==> src/rtl/cam_frame_capture.sv <==
// Single-frame capture from the camera pixel bus into a 16-bit frame buffer.
// Byte pairs are packed low-first and written as a one-cycle strobe stream.
module cam_frame_capture #(
  parameter int ADDR_WIDTH = 14,
  parameter int MAX_LINES  = 1023
) (
  input  logic                  clk,
  input  logic                  reset,
  input  logic                  capture_trigger,
  input  logic                  cvclk,
  input  logic                  cvsync,
  input  logic                  chsync,
  input  logic [7:0]            ycbcr,
  output logic                  wr_en,
  output logic [ADDR_WIDTH-1:0] wr_addr,
  output logic [15:0]           wr_data,
  output logic                  busy,
  output logic                  capture_done,
  output logic                  overflow,
  output logic [9:0]            line_count,
  output logic [ADDR_WIDTH:0]   word_count
);

  localparam logic [1:0] IDLE    = 2'd0;
  localparam logic [1:0] ARMED   = 2'd1;
  localparam logic [1:0] CAPTURE = 2'd2;
  localparam logic [1:0] DONE    = 2'd3;

  localparam logic [ADDR_WIDTH:0] CAP =
    {1'b1, {ADDR_WIDTH{1'b0}}};
  localparam logic [9:0] LMAX = 10'(MAX_LINES);

  logic [1:0] state;
  logic       clk_s1, clk_s2, clk_s3;
  logic       vs_s1, vs_s2, vs_p;
  logic       hs_s1, hs_s2, hs_p;
  logic [7:0] px_s1, px_s2;
  logic       trig_p;
  logic       pending;
  logic [7:0] low;

  logic        pix_ev, vs_rise, vs_fall, hs_fall;
  logic        trig_rise, take, line_end, word_rdy;
  logic [15:0] word;

  assign pix_ev    = clk_s2 & ~clk_s3;
  assign vs_rise   = vs_s2 & ~vs_p;
  assign vs_fall   = ~vs_s2 & vs_p;
  assign hs_fall   = ~hs_s2 & hs_p;
  assign trig_rise = capture_trigger & ~trig_p;

  // A frame ending while the line is still open closes that line too
  assign take     = pix_ev & hs_s2 & vs_s2;
  assign line_end = hs_fall | (vs_fall & hs_s2);
  assign word_rdy = pending & (take | line_end);
  assign word     = take ? {px_s2, low} : {8'h00, low};

  assign busy = (state == ARMED) | (state == CAPTURE);

  always_ff @(posedge clk) begin
    if (reset) begin
      state        <= IDLE;
      clk_s1       <= 1'b0;
      clk_s2       <= 1'b0;
      clk_s3       <= 1'b0;
      vs_s1        <= 1'b0;
      vs_s2        <= 1'b0;
      vs_p         <= 1'b0;
      hs_s1        <= 1'b0;
      hs_s2        <= 1'b0;
      hs_p         <= 1'b0;
      px_s1        <= 8'h00;
      px_s2        <= 8'h00;
      trig_p       <= 1'b0;
      pending      <= 1'b0;
      low          <= 8'h00;
      wr_en        <= 1'b0;
      wr_addr      <= '0;
      wr_data      <= 16'h0000;
      capture_done <= 1'b0;
      overflow     <= 1'b0;
      line_count   <= 10'd0;
      word_count   <= '0;
    end else begin
      clk_s1 <= cvclk;
      clk_s2 <= clk_s1;
      clk_s3 <= clk_s2;
      vs_s1  <= cvsync;
      vs_s2  <= vs_s1;
      vs_p   <= vs_s2;
      hs_s1  <= chsync;
      hs_s2  <= hs_s1;
      hs_p   <= hs_s2;
      px_s1  <= ycbcr;
      px_s2  <= px_s1;
      trig_p <= capture_trigger;
      wr_en  <= 1'b0;

      unique case (state)
        IDLE: begin
          if (trig_rise) begin
            state        <= ARMED;
            capture_done <= 1'b0;
            overflow     <= 1'b0;
            line_count   <= 10'd0;
            word_count   <= '0;
            wr_addr      <= '0;
            pending      <= 1'b0;
          end
        end
        ARMED: begin
          if (vs_rise) begin
            state   <= CAPTURE;
            pending <= 1'b0;
          end
        end
        CAPTURE: begin
          if (take && !pending) begin
            low     <= px_s2;
            pending <= 1'b1;
          end
          if (word_rdy) begin
            pending <= 1'b0;
            // Full buffer: drop the word, never wrap the address
            if (word_count == CAP) begin
              overflow <= 1'b1;
            end else begin
              wr_en      <= 1'b1;
              wr_data    <= word;
              wr_addr    <= word_count[ADDR_WIDTH-1:0];
              word_count <= word_count + 1'b1;
            end
          end
          if (line_end && line_count != LMAX) begin
            line_count <= line_count + 10'd1;
          end
          if (vs_fall) begin
            state <= DONE;
          end
        end
        DONE: begin
          capture_done <= 1'b1;
          state        <= IDLE;
        end
      endcase
    end
  end

endmodule

==> config.mk <==
export PLATFORM = sky130hd
export DESIGN_NAME = cam_frame_capture
export DESIGN_NICKNAME = d
export VERILOG_FILES = /design/src/rtl/cam_frame_capture.sv
export SDC_FILE = /design/constraint.sdc
export NUM_CORES = 1
export LEC_CHECK = 0
export BUFFER_PORTS_ARGS = -buffer_cell sky130_fd_sc_hd__buf_2
export CAP_MARGIN = 40
export CELL_PAD_IN_SITES_DETAIL_PLACEMENT = 0
export CELL_PAD_IN_SITES_GLOBAL_PLACEMENT = 1
export CORE_MARGIN = 2
export CORE_UTILIZATION = 41
export CTS_CLUSTER_DIAMETER = 100
export CTS_CLUSTER_SIZE = 30
export DETAILED_ROUTE_END_ITERATION = 12
export PLACE_DENSITY = 0.82
export SLEW_MARGIN = 0
export SYNTH_ARGS = -nofsm -noshare
export SYNTH_HDL_FRONTEND = slang
export SYNTH_SLANG_ARGS = --single-unit
==> constraint.sdc <==
create_clock -name clk -period 2.2 [get_ports clk]
set_input_delay 0.33 -clock clk [delete_from_list [all_inputs] [get_ports clk]]
set_output_delay 0.33 -clock clk [all_outputs]
set_load 0.02 [all_outputs]
---- Word-level counts from Yosys, hierarchy flattened ----
Index checks and enable logic that the tools add are counted.
cells by class
  $mul .................................... 0
  reductions and logical operators ........ 16
  order comparisons ....................... 0
  muxes and demuxes ....................... 26
  $add $sub $neg .......................... 2
  bitwise gates (word level) .............. 20
  divide/modulo/power cells ............... 0
  eq/ne operators ......................... 13
  shift-type cells ........................ 0
operators with widths
  kind                   count
  $mux 15                3
  $mux 14                3
  $pmux 15 s2            1
  $pmux 14 s2            1
  $mux 10                2
  $pmux 10 s2            1
  $mux 16                1
  $add 15x1->15 const B  1
  $eq 15x15->1 const B   1
  $reduce_and 4->1       3
  $add 10x1->10 const B  1
  $ne 10x10->1 const B   1
  $ne 2x2->1 const B     5
  $and 1x1->1            9
  $reduce_and 3->1       3
  $not 1->1              8
  $pmux 2 s4             1
  $mux 1                 7
  $mux 2                 3
  $eq 2x2->1 const B     2
  $ne 2x1->1 const B     2
  $pmux 1 s2             2
  $reduce_and 2->1       2
  $reduce_bool 2->1      2
  other kinds (9)        12
word-level totals
  memory bits (writable) .................. 0
  ROM bits ................................ 0
  memories kept ........................... 0
  logic and storage cells ................. 99
  latch bits .............................. 0
  bits in registers ....................... 95

---- Logic depth before layout (Yosys ltp) ----
Gate-level depths: netlist (run 1).
  depth in word-level cells ............... 8
  depth in mapped cells ................... 10
  mapped depth without buffers ............ 7

---- Least setup slack after synthesis (run 1) ----
OpenSTA, ideal clock, no wires.
  kind .................................... reg2reg
  from .................................... register word_count[0]
  to ...................................... register word_count[12]
  path slack .............................. 0.281 ns
  path buffers ............................ 0
  data arrival time ....................... 1.791 ns
  cell stages (with the launch flop) ...... 7
  setup time .............................. 0.128 ns
  clock period less this slack ............ 1.919 ns
  data required time ...................... 2.072 ns
  cell sequence ........................... dfxtp_1 > ha_1 > nand3_1 > or4_1 > and3_1 > a221oi_2 > nor2_1
between the ends
  longest elaborated chain between the ends .. 4
RTL lines
  what                    RTL line  text
  from (decl)             21        output logic [ADDR_WIDTH:0] word_count
  from (signal assigned)  131       word_count <= word_count + 1'b1;
  $add 15x1->15           131
  $mux 15                 125       if (word_count == CAP) begin
  $mux 15                 122       if (word_rdy) begin
  $pmux 15 s2             99        unique case (state)
Parallel ways exist; a longest one is shown, timed or not. The select of a mux whose other input is x is not followed.
A chain may end at the register's enable or synchronous reset.

---- Worst setup path in the final report (run 1) ----
  from .................................... register line_count[0]
  to ...................................... register line_count[7]
between the ends
  longest elaborated chain between the ends .. 4
RTL lines
  what                                                   RTL line  text
  from (decl)                                            20        output logic [9:0] line_count,
  from (signal assigned)                                 135       line_count <= line_count + 10'd1;
  branches (longest 4 deep; another with $add 10x1->10)  -
Several ways; the timed one is not identified. The select of a mux whose other input is x is not followed.

==> results.cfg, run 1 <==
[synth]
netlist.top_cell.by_area = sky130_fd_sc_hd__dfxtp_1
synth_flop_cell = sky130_fd_sc_hd__dfxtp_1
netlist_area_before_placement_sq_um = 3960
ys_top_cells_by_area = sky130_fd_sc_hd__dfxtp_1, sky130_fd_sc_hd__mux2i_1, sky130_fd_sc_hd__nand2_1
yosys_register_bits = 95
syn-instance-count = 439
async_flop_share = 0
synth_cell_types = 51
synth_edf_count = 0
yosysWarnings = 0
sequential_to_total_area_share_from_yosys_stat = 0.481
mappedNetlistNets = 461
avgSynthCellArea_sq_um = 9.01
synth.top_cell.area_share = 0.481

[clock_network]
clock_sinks = 95
tritoncts.num_buffers = 9
cts_root_buffer = sky130_fd_sc_hd__clkbuf_8
cts_hold_buffers = 0
h-tree-depth = 3
tritoncts_clock_tree = yes
worstSkewPairLatency_ns = 0.38
cts_buffer_depth = 2
clk_pin_slew_worst_paths_ns = 0.12

[routing]
final_wl_microns = 8690
vias_per_cell = 5.12
drc_violation_total_after_the_first_tritonroute_iteration = 144
postRouteAntennaNets = 0
routed_wire_length_per_instance_microns = 13.5
drt_drc_violations_left = 0
routed_vias = 3305
drt-pass1-iter-count = 4

[power_and_ir_drop]
sequentialPowerShare = 0.477
switching_share = 0.330
power_per_cell_area_nw_per_um2 = 800
totalPowerFinal_mw = 3.78
share_clk_of_total_power = 0.314
power_switching_mw = 1.25
p_leak_nw = 1.92
combinational_power_share = 0.209
vdd.ir_drop.worst_mv = 0.462
p_int_mw = 2.53

[global_route]
initial_antenna_violation_count = 0
wire_length_of_the_first_global_routing_pass_microns = 14100
number_of_global_route_vias_before_repair = 2965
track_usage = 0.172
grt_overflow_total = 0
largest_net_degree_at_the_start_of_global_routing = 74

[placement]
globalplace.congestion = 0.797
postPlaceCellArea_sq_um = 4470
port-buffer-count = 72
detailed_place_hpwl_microns = 5950

[die]
die_span_in_x_microns = 102
io_pins = 73
std_cell_rows = 35
starting_utilization_of_the_core_area = 0.426
core_region_area_sq_um = 9280
die_y_microns = 102
die_area_sq_um = 10500

[setup_path]
rr_startpoint = line_count[0]
reg2reg_depth = 7
cp-end-kind = flop
critPathMaxFanout = 14
launch_point_of_the_critical_path = line_count[0]
critPathLaunchType = flop
setup.worst_path.class = flop to flop
rr_endpoint = line_count[7]
critical_path.endpoint = line_count[7]
critPathRequiredTime_ns = 2.50
worst_ep_arrival_time_ns = 2.31
r2r_setup_slack_ns = 0.19

[timing]
fin_crit_sh = 0.913
timing_limited_maximum_frequency_mhz = 498
final_max_slew_viol_count = 0
totalNegativeSetupSlack_ns = 0
timing.final.hold_violations = 0
rsz0062_at_grt = no
timing.max_slew.rel_slack = 0.529
fin_worst_skew_ns = 0.0224
setup_viol = 0
max_slew.worst_pin.slew_ns = 0.705
period_minus_slack_ns = 2.01

[cells_and_area]
final_cell_area_sq_um = 4730
n_antenna_cell = 0
area_growth_syn_to_layout_pct = 19.5
drive_above_1_share = 0.232
final_nets = 534

[min_path]
hold_class = input port to flop

[job]
drv_cap = 0

[status]
run_status = finished, final reports clean
-- area by class of cell --
type	count	area (sq um)
clock inverters	7	93.8
fillers	922	4550
well taps	129	161
flip-flops and latches	95	1900
multi-input cells	308	1890
inverters	10	37.5
clock buffers	9	124
repair buffers	88	518
-- logic make-up (layout without fill, tap and decap cells) --
group	after synthesis	after routing	share of synthesized area
adder cells (fa/ha/maj)	8	8	0.0253
AO/OA/AOI/OAI	78	78	0.133
AND/OR/NAND/NOR	200	200	0.261
XOR/XNOR	1	1	0.00221
flip-flops	95	95	0.481
multiplexers	21	21	0.0544
buffers and inverters	36	114	0.0427
-- power by group through the flow --
stage	sequential (mW)	clock [mW]	combinational, mW
global route	1.81	1.29	0.869
global placement	1.84	0	0.743
detailed placement	1.84	0	0.753
floorplan	1.85	0	0.562
CTS	1.80	1.23	0.757
finish	1.80	1.19	0.790
-- stage by stage --
step | hold WS, ns | utilization | setup slack [ns] | cells
final | 0.150 | 0.509 | 0.192 | 646
after CTS | 0.134 | 0.505 | 0.117 | 642
after floorplan | 0.409 | - | 0.281 | 439
after global routing | 0.144 | 0.509 | 0.0653 | 646
after global placement | 0.418 | 0.481 | 0.206 | 626
after detailed placement | 0.423 | 0.481 | 0.124 | 626
-- worst min path at each step --
| stage | depth (start not counted) | start | endpoint | slack, ns |
|---|---|---|---|---|
| global placement | 1 | px_s1[1] | px_s2[1] | 0.42 |
| floorplan | 1 | reset | hs_p | 0.41 |
| detailed placement | 1 | px_s1[0] | px_s2[0] | 0.42 |
| CTS | 2 | ycbcr[1] | px_s1[1] | 0.13 |
| finish | 2 | ycbcr[1] | px_s1[1] | 0.15 |
| global route | 2 | ycbcr[0] | px_s1[0] | 0.14 |
-- synth_stat cells, types with 2 or more instances --
library cell,count
sky130_fd_sc_hd__buf_4,2
sky130_fd_sc_hd__or3_1,8
sky130_fd_sc_hd__nand3_1,22
sky130_fd_sc_hd__o211ai_1,3
sky130_fd_sc_hd__and4_1,2
sky130_fd_sc_hd__a31oi_4,2
sky130_fd_sc_hd__or2_2,3
sky130_fd_sc_hd__a31oi_1,4
sky130_fd_sc_hd__nand3b_1,10
sky130_fd_sc_hd__mux2i_1,20
sky130_fd_sc_hd__nor2b_1,29
sky130_fd_sc_hd__nor3b_1,2
sky130_fd_sc_hd__buf_6,2
sky130_fd_sc_hd__nor2_1,37
sky130_fd_sc_hd__o21ai_0,18
sky130_fd_sc_hd__dfxtp_1,95
sky130_fd_sc_hd__ha_1,8
sky130_fd_sc_hd__o2bb2ai_1,4
sky130_fd_sc_hd__o22ai_1,4
sky130_fd_sc_hd__nor4_1,4
sky130_fd_sc_hd__inv_1,9
sky130_fd_sc_hd__nor3_1,3
sky130_fd_sc_hd__and3_1,8
sky130_fd_sc_hd__clkbuf_1,12
sky130_fd_sc_hd__nand2b_1,6
sky130_fd_sc_hd__nand4_1,6
sky130_fd_sc_hd__a21oi_1,32
sky130_fd_sc_hd__nand2_1,53
sky130_fd_sc_hd__buf_2,9
-- placed cells by master (no fill, tap or decap), types with 2 or more instances in the layout --
| master | instances |
|---|---|
| sky130_fd_sc_hd__o2bb2ai_1 | 4 |
| sky130_fd_sc_hd__or2_2 | 3 |
| sky130_fd_sc_hd__a31oi_1 | 4 |
| sky130_fd_sc_hd__nor3_1 | 2 |
| sky130_fd_sc_hd__nor2_1 | 37 |
| sky130_fd_sc_hd__nor4_1 | 4 |
| sky130_fd_sc_hd__nand2_1 | 53 |
| sky130_fd_sc_hd__inv_1 | 9 |
| sky130_fd_sc_hd__a21oi_1 | 32 |
| sky130_fd_sc_hd__a31oi_4 | 2 |
| sky130_fd_sc_hd__nand2b_1 | 6 |
| sky130_fd_sc_hd__nand3b_1 | 10 |
| sky130_fd_sc_hd__nand4_1 | 6 |
| sky130_fd_sc_hd__or3_1 | 8 |
| sky130_fd_sc_hd__clkinv_8 | 4 |
| sky130_fd_sc_hd__dfxtp_1 | 95 |
| sky130_fd_sc_hd__mux2i_1 | 20 |
| sky130_fd_sc_hd__buf_2 | 72 |
| sky130_fd_sc_hd__buf_12 | 3 |
| sky130_fd_sc_hd__inv_6 | 2 |
| sky130_fd_sc_hd__nand3_1 | 22 |
| sky130_fd_sc_hd__clkbuf_8 | 9 |
| sky130_fd_sc_hd__nor3b_1 | 2 |
| sky130_fd_sc_hd__buf_4 | 13 |
| sky130_fd_sc_hd__and3_1 | 8 |
| sky130_fd_sc_hd__nor2b_1 | 29 |
| sky130_fd_sc_hd__o211ai_1 | 3 |
| sky130_fd_sc_hd__o22ai_1 | 4 |
| sky130_fd_sc_hd__o21ai_0 | 18 |
| sky130_fd_sc_hd__ha_1 | 7 |
| sky130_fd_sc_hd__and4_1 | 2 |
-- per-layer routing --
| layer | share of wire | global-route usage |
|---|---|---|
| met5 | 0 | 0 |
| met4 | 0.020 | 0.0687 |
| met3 | 0.048 | 0.0404 |
| met2 | 0.47 | 0.278 |
| met1 | 0.46 | 0.223 |
-- flip-flops by register name, summed over array words and instances, names as in the netlist, 2 cells and up --
name,flops
word_count,15
wr_addr,14
line_count,10
state,2
px_s1,8
px_s2,8
wr_data,16
low,8
-- worst max-delay path, cell delays in order (launching register included) --
cell and delay (ns):
sky130_fd_sc_hd__dfxtp_1 0.43, sky130_fd_sc_hd__ha_1 0.25, sky130_fd_sc_hd__nand3_1 0.18, sky130_fd_sc_hd__a2111oi_2 0.49, sky130_fd_sc_hd__a2111oi_4 0.08, sky130_fd_sc_hd__buf_4 0.20
sky130_fd_sc_hd__nand2b_1 0.15, sky130_fd_sc_hd__a31oi_1 0.16
-- what timing repair did --
| item | 4_1_cts | 5_1_grt |
|---|---|---|
| endpoints found under the setup margin | 0 | 6 |
| buffers inserted | 0 | 4 |
| gates resized for setup | 0 | 1 |
Note: power is estimated with default switching activity, not from simulation.
==> run 2: changes to the inputs <==
GPL_TIMING_DRIVEN = 0   (was default)
==> run 2 against run 1 <==
  * Sequential power about the same
  * Worst setup slack got worse by 0.074 ns
  * Cell area grew 0.53%
  * Final cell count rose by 1.9%
  * Clock-buffer cell count is the same
  * Power rose by 1.1%
  * Largest cell class is now multi-input gates
  * Largest power group unchanged
==> results.cfg, run 2 (same netlist as run 1, synthesis figures left out) <==
[power_and_ir_drop]
vdd.ir_drop.worst_mv = 0.459
p_leak_nw = 1.92
power_per_cell_area_nw_per_um2 = 804
totalPowerFinal_mw = 3.82

[clock_network]
clock_sinks = 95
cts_buffer_depth = 2
h-tree-depth = 3
tritoncts.num_buffers = 9
cts_root_buffer = sky130_fd_sc_hd__clkbuf_8
worstSkewPairLatency_ns = 0.37
tritoncts_clock_tree = yes
clk_pin_slew_worst_paths_ns = 0.11

[cells_and_area]
area_growth_syn_to_layout_pct = 20.2
registers_with_the_most_flip_flops = wr_data (16), word_count (15), wr_addr (14)
final_cell_area_sq_um = 4750
layout_commonest_cell = sky130_fd_sc_hd__dfxtp_1
post_layout_nonfiller_instances = 658
n_antenna_cell = 0
final_util = 0.512
final_cell_mix = sky130_fd_sc_hd__dfxtp_1, sky130_fd_sc_hd__buf_2, sky130_fd_sc_hd__nand2_1, sky130_fd_sc_hd__nor2_1, sky130_fd_sc_hd__a21oi_1
final_nets = 546
largest_register = wr_data
drive_above_1_share = 0.231
largest_reg_flops = 16

[setup_path]
critPathSlowestCell = sky130_fd_sc_hd__or3_1
critPathLaunchType = flop
crit_chain = inv_1, ha_1, buf_4, o211ai_1, a31oi_4, nand3_2, or3_1, a31oi_1
slowest_delay_ns = 0.40
worst_ep_arrival_time_ns = 2.37
setup.worst_path.class = flop to flop
r2r_setup_slack_ns = 0.12
cp-end-kind = flop
critPathMaxFanout = 8
cpLargestDelayFamily = simple AND/OR/NAND/NOR gates
critPathRequiredTime_ns = 2.49
path_buf_inv = 2

[timing]
timing.final.hold_violations = 0
final_max_slew_viol_count = 0
period_minus_slack_ns = 2.08
timing_limited_maximum_frequency_mhz = 480
max_slew.worst_pin.slew_ns = 0.639
postLayoutSetupSlackWorst_ns = 0.117
fin_crit_sh = 0.947
rsz0062_at_grt = yes
totalNegativeSetupSlack_ns = 0
fin_worst_skew_ns = 0.0108
setup_viol = 0
timing.max_slew.rel_slack = 0.574
fin_worst_hold_slack_ns = 0.162

[routing]
drt-pass1-iter-count = 4
drc_violation_total_after_the_first_tritonroute_iteration = 147
postRouteAntennaNets = 0
vias_per_cell = 5.09
routed_vias = 3352
final_wl_microns = 9390
routed_wire_length_per_instance_microns = 14.3
drt_drc_violations_left = 0

[placement]
detailed_place_hpwl_microns = 6670
postPlaceCellArea_sq_um = 4480
port-buffer-count = 72
globalplace.congestion = 0.793
dp_cells = 640
place_ws_ns = 0.0195

[die]
die_y_microns = 102
starting_utilization_of_the_core_area = 0.426
io_pins = 73
std_cell_rows = 35
core_region_area_sq_um = 9280
die_area_sq_um = 10500
die_span_in_x_microns = 102

[global_route]
largest_net_degree_at_the_start_of_global_routing = 22
initial_antenna_violation_count = 0
grt_overflow_total = 0
track_usage = 0.184
wire_length_of_the_first_global_routing_pass_microns = 15100
number_of_global_route_vias_before_repair = 3056

[status]
run_status = finished, final reports clean

[job]
drv_cap = 0

[min_path]
hold_class = input port to flop
[run 2: cell count changes in the layout (fill, tap and decap cells not counted), sizes merged]
cell / before / now
clkbuf: 9 / 21
[run 2: path summary, 6_finish.rpt]
| kind | from | end | cells past startpoint |
|---|---|---|---|
| min reg2reg | px_s1[2] | px_s2[2] | 1 |
| max | state[0] | word_count[5] | 8 |
| max reg2reg | state[0] | word_count[5] | 8 |
| min | ycbcr[3] | px_s1[3] | 2 |
[run 2: final cells by class]
| class | instances | area, sq um |
|---|---|---|
| Buffer | 26 | 149 |
| Clock buffer | 9 | 124 |
| Clock inverter | 7 | 93.8 |
| Fill cell | 930 | 4530 |
| Inverter | 10 | 37.5 |
| Multi-Input combinational cell | 308 | 1910 |
| Sequential cell | 95 | 1900 |
| Tap cell | 129 | 161 |
| Timing Repair Buffer | 74 | 375 |
[run 2: worst register-to-register path: cells and delay by family (launching register included)]
kind,cells,cell delay (ns)
flops,1,0.35
fa+ha+maj,1,0.15
simple gates,2,0.64
compound gates,3,0.60
buf+inv,2,0.26
[run 2: timing repair]
action                     CTS  global route
hold endpoints to repair     0             0
hold buffers                 0             0
pin swaps                    0             3
setup endpoints to repair    2            50
resized for setup            0            17
buffers inserted             0             2
[run 2: power breakdown]
part           internal [mW]  leakage (nW)  switching [mW]  total, mW
Sequential              1.77         0.771          0.0374       1.81
Combinational          0.307          1.04           0.525      0.832
Clock                  0.465         0.107           0.718       1.18
[run 2: routing by layer]
metal / GRT usage / wire [microns] / up-vias
li1: - / - / 1698
met1: 0.250 / 4530 / 1574
met2: 0.298 / 4440 / 76
met3: 0.0363 / 361 / 4
met4: 0.0574 / 50 / 0
met5: 0 / 0 / -
==> run 3: changes to the inputs <==
CORE_UTILIZATION = 38   (was 41)
PLACE_DENSITY = 0.77   (was 0.82)
==> run 3 against run 2 <==
  * Clock skew grew 0.0087 ns
  * First-iteration DRC count shrank 6.8%
  * Worst setup slack gained 0.016 ns
  * Sequential share of layout area is essentially flat
  * Non-clock buffer count grew 1
  * Final cell count grew 1.2%
  * Wire length grew 0.58%
  * Cell area grew 0.24%
  * Core utilization shrank 4.6 points
  * Critical path type unchanged
==> results.cfg, run 3 (same netlist as run 1, synthesis figures left out) <==
[timing]
fin_crit_sh = 0.939
timing.final.hold_violations = 0
totalNegativeSetupSlack_ns = 0
fin_worst_skew_ns = 0.0195
rsz0062_at_grt = no
period_minus_slack_ns = 2.07
final_max_slew_viol_count = 0
timing.max_slew.rel_slack = 0.605
setup_viol = 0
timing_limited_maximum_frequency_mhz = 484
max_slew.worst_pin.slew_ns = 0.592
postLayoutSetupSlackWorst_ns = 0.134

[clock_network]
worstSkewPairLatency_ns = 0.37
clock_sinks = 95
clk_pin_slew_worst_paths_ns = 0.11
tritoncts.num_buffers = 9
cts_buffer_depth = 2
tritoncts_clock_tree = yes
cts_root_buffer = sky130_fd_sc_hd__clkbuf_8
h-tree-depth = 3

[routing]
final_wl_microns = 9440
drt-pass1-iter-count = 4
drt_drc_violations_left = 0
postRouteAntennaNets = 0
routed_vias = 3396
vias_per_cell = 5.10
drc_violation_total_after_the_first_tritonroute_iteration = 137
routed_wire_length_per_instance_microns = 14.2

[global_route]
wire_length_of_the_first_global_routing_pass_microns = 15500
grt_overflow_total = 0
track_usage = 0.172
initial_antenna_violation_count = 0
largest_net_degree_at_the_start_of_global_routing = 22
number_of_global_route_vias_before_repair = 3127

[power_and_ir_drop]
power_per_cell_area_nw_per_um2 = 801
vdd.ir_drop.worst_mv = 0.416
p_leak_nw = 1.93

[cells_and_area]
n_antenna_cell = 0
largest_register = wr_data
area_growth_syn_to_layout_pct = 20.5
largest_reg_flops = 16
registers_with_the_most_flip_flops = wr_data (16), word_count (15), wr_addr (14)
final_cell_area_sq_um = 4770
final_nets = 547
final_cell_mix = sky130_fd_sc_hd__dfxtp_1, sky130_fd_sc_hd__buf_2, sky130_fd_sc_hd__nand2_1, sky130_fd_sc_hd__nor2_1, sky130_fd_sc_hd__a21oi_1
final.fill_count = 1008
layout_commonest_cell = sky130_fd_sc_hd__dfxtp_1
drive_above_1_share = 0.234

[setup_path]
critPathRequiredTime_ns = 2.43
critPathLaunchType = flop
cp-end-kind = flop
worst_ep_arrival_time_ns = 2.30
critPathMaxFanout = 10
setup.worst_path.class = flop to flop

[placement]
port-buffer-count = 72
detailed_place_hpwl_microns = 6800
place_ws_ns = -0.0662
globalplace.congestion = 0.812
postPlaceCellArea_sq_um = 4490

[die]
die_span_in_x_microns = 106
die_y_microns = 106
io_pins = 73
std_cell_rows = 37
starting_utilization_of_the_core_area = 0.387
core_region_area_sq_um = 10200
die_area_sq_um = 11200

[min_path]
hold_class = input port to flop

[status]
run_status = finished, final reports clean

[job]
drv_cap = 0
## run 3: report_power, final
| group | internal, mW | switching [mW] | total (mW) |
|---|---|---|---|
| Clock | 0.467 | 0.719 | 1.19 |
| Combinational | 0.299 | 0.521 | 0.820 |
| Sequential | 1.77 | 0.0388 | 1.81 |
| Total | 2.54 | 1.28 | 3.82 |
## run 3: timing repair
item                                    CTS  global route
buffers inserted                          1             2
pin swaps                                 2             2
endpoints found under the setup margin    7            37
hold buffers                              0             0
resized for setup                         0            17
endpoints found under the hold margin     0             0
## run 3: cell type report
type                       count  area [sq um]  area share
sequential                    95          1910       0.400
multi-input combinational    308          1900       0.399
timing repair buffer          75           383      0.0803
tap                          136           170      0.0357
buffer                        26           149      0.0312
clock buffer                   9           124      0.0260
clock inverter                 7          91.3      0.0192
inverter                      10          40.0     0.00840
## run 3: worst paths after layout
check	endpoint	slack (ns)	startpoint	cells past startpoint
max	line_count[0]	0.13	state[0]	10
min	px_s1[5]	0.15	ycbcr[5]	2
max reg2reg	line_count[0]	0.13	state[0]	10
min reg2reg	px_s2[2]	0.45	px_s1[2]	1
## run 3: worst max-delay path, stage by stage, from the launching register on
cell and delay [ns]:
sky130_fd_sc_hd__dfxtp_2 0.37, sky130_fd_sc_hd__inv_1 0.07, sky130_fd_sc_hd__ha_1 0.21, sky130_fd_sc_hd__buf_6 0.14, sky130_fd_sc_hd__inv_4 0.13, sky130_fd_sc_hd__a2111oi_4 0.10
sky130_fd_sc_hd__a2111oi_4 0.33, sky130_fd_sc_hd__buf_4 0.19, sky130_fd_sc_hd__buf_6 0.14, sky130_fd_sc_hd__mux2i_1 0.18, sky130_fd_sc_hd__nor2_1 0.06
## run 3: stage by stage
step	power, mW	std cells	hold slack, ns	util
2_1_floorplan	2.41	439	0.409	-
3_3_place_gp	2.61	647	0.421	0.439
3_5_place_dp	2.63	647	0.420	0.439
4_1_cts	3.81	664	0.140	0.460
5_1_grt	4.02	666	0.147	0.466
6_report	3.82	666	0.154	0.466
## run 3: routing by layer
metal  part of all wire  up-vias  GRT usage
li1                   -     1708          -
met1               0.48     1590      0.232
met2               0.45       81      0.273
met3              0.048       17     0.0325
met4              0.020        0     0.0677
met5                  0        -          0
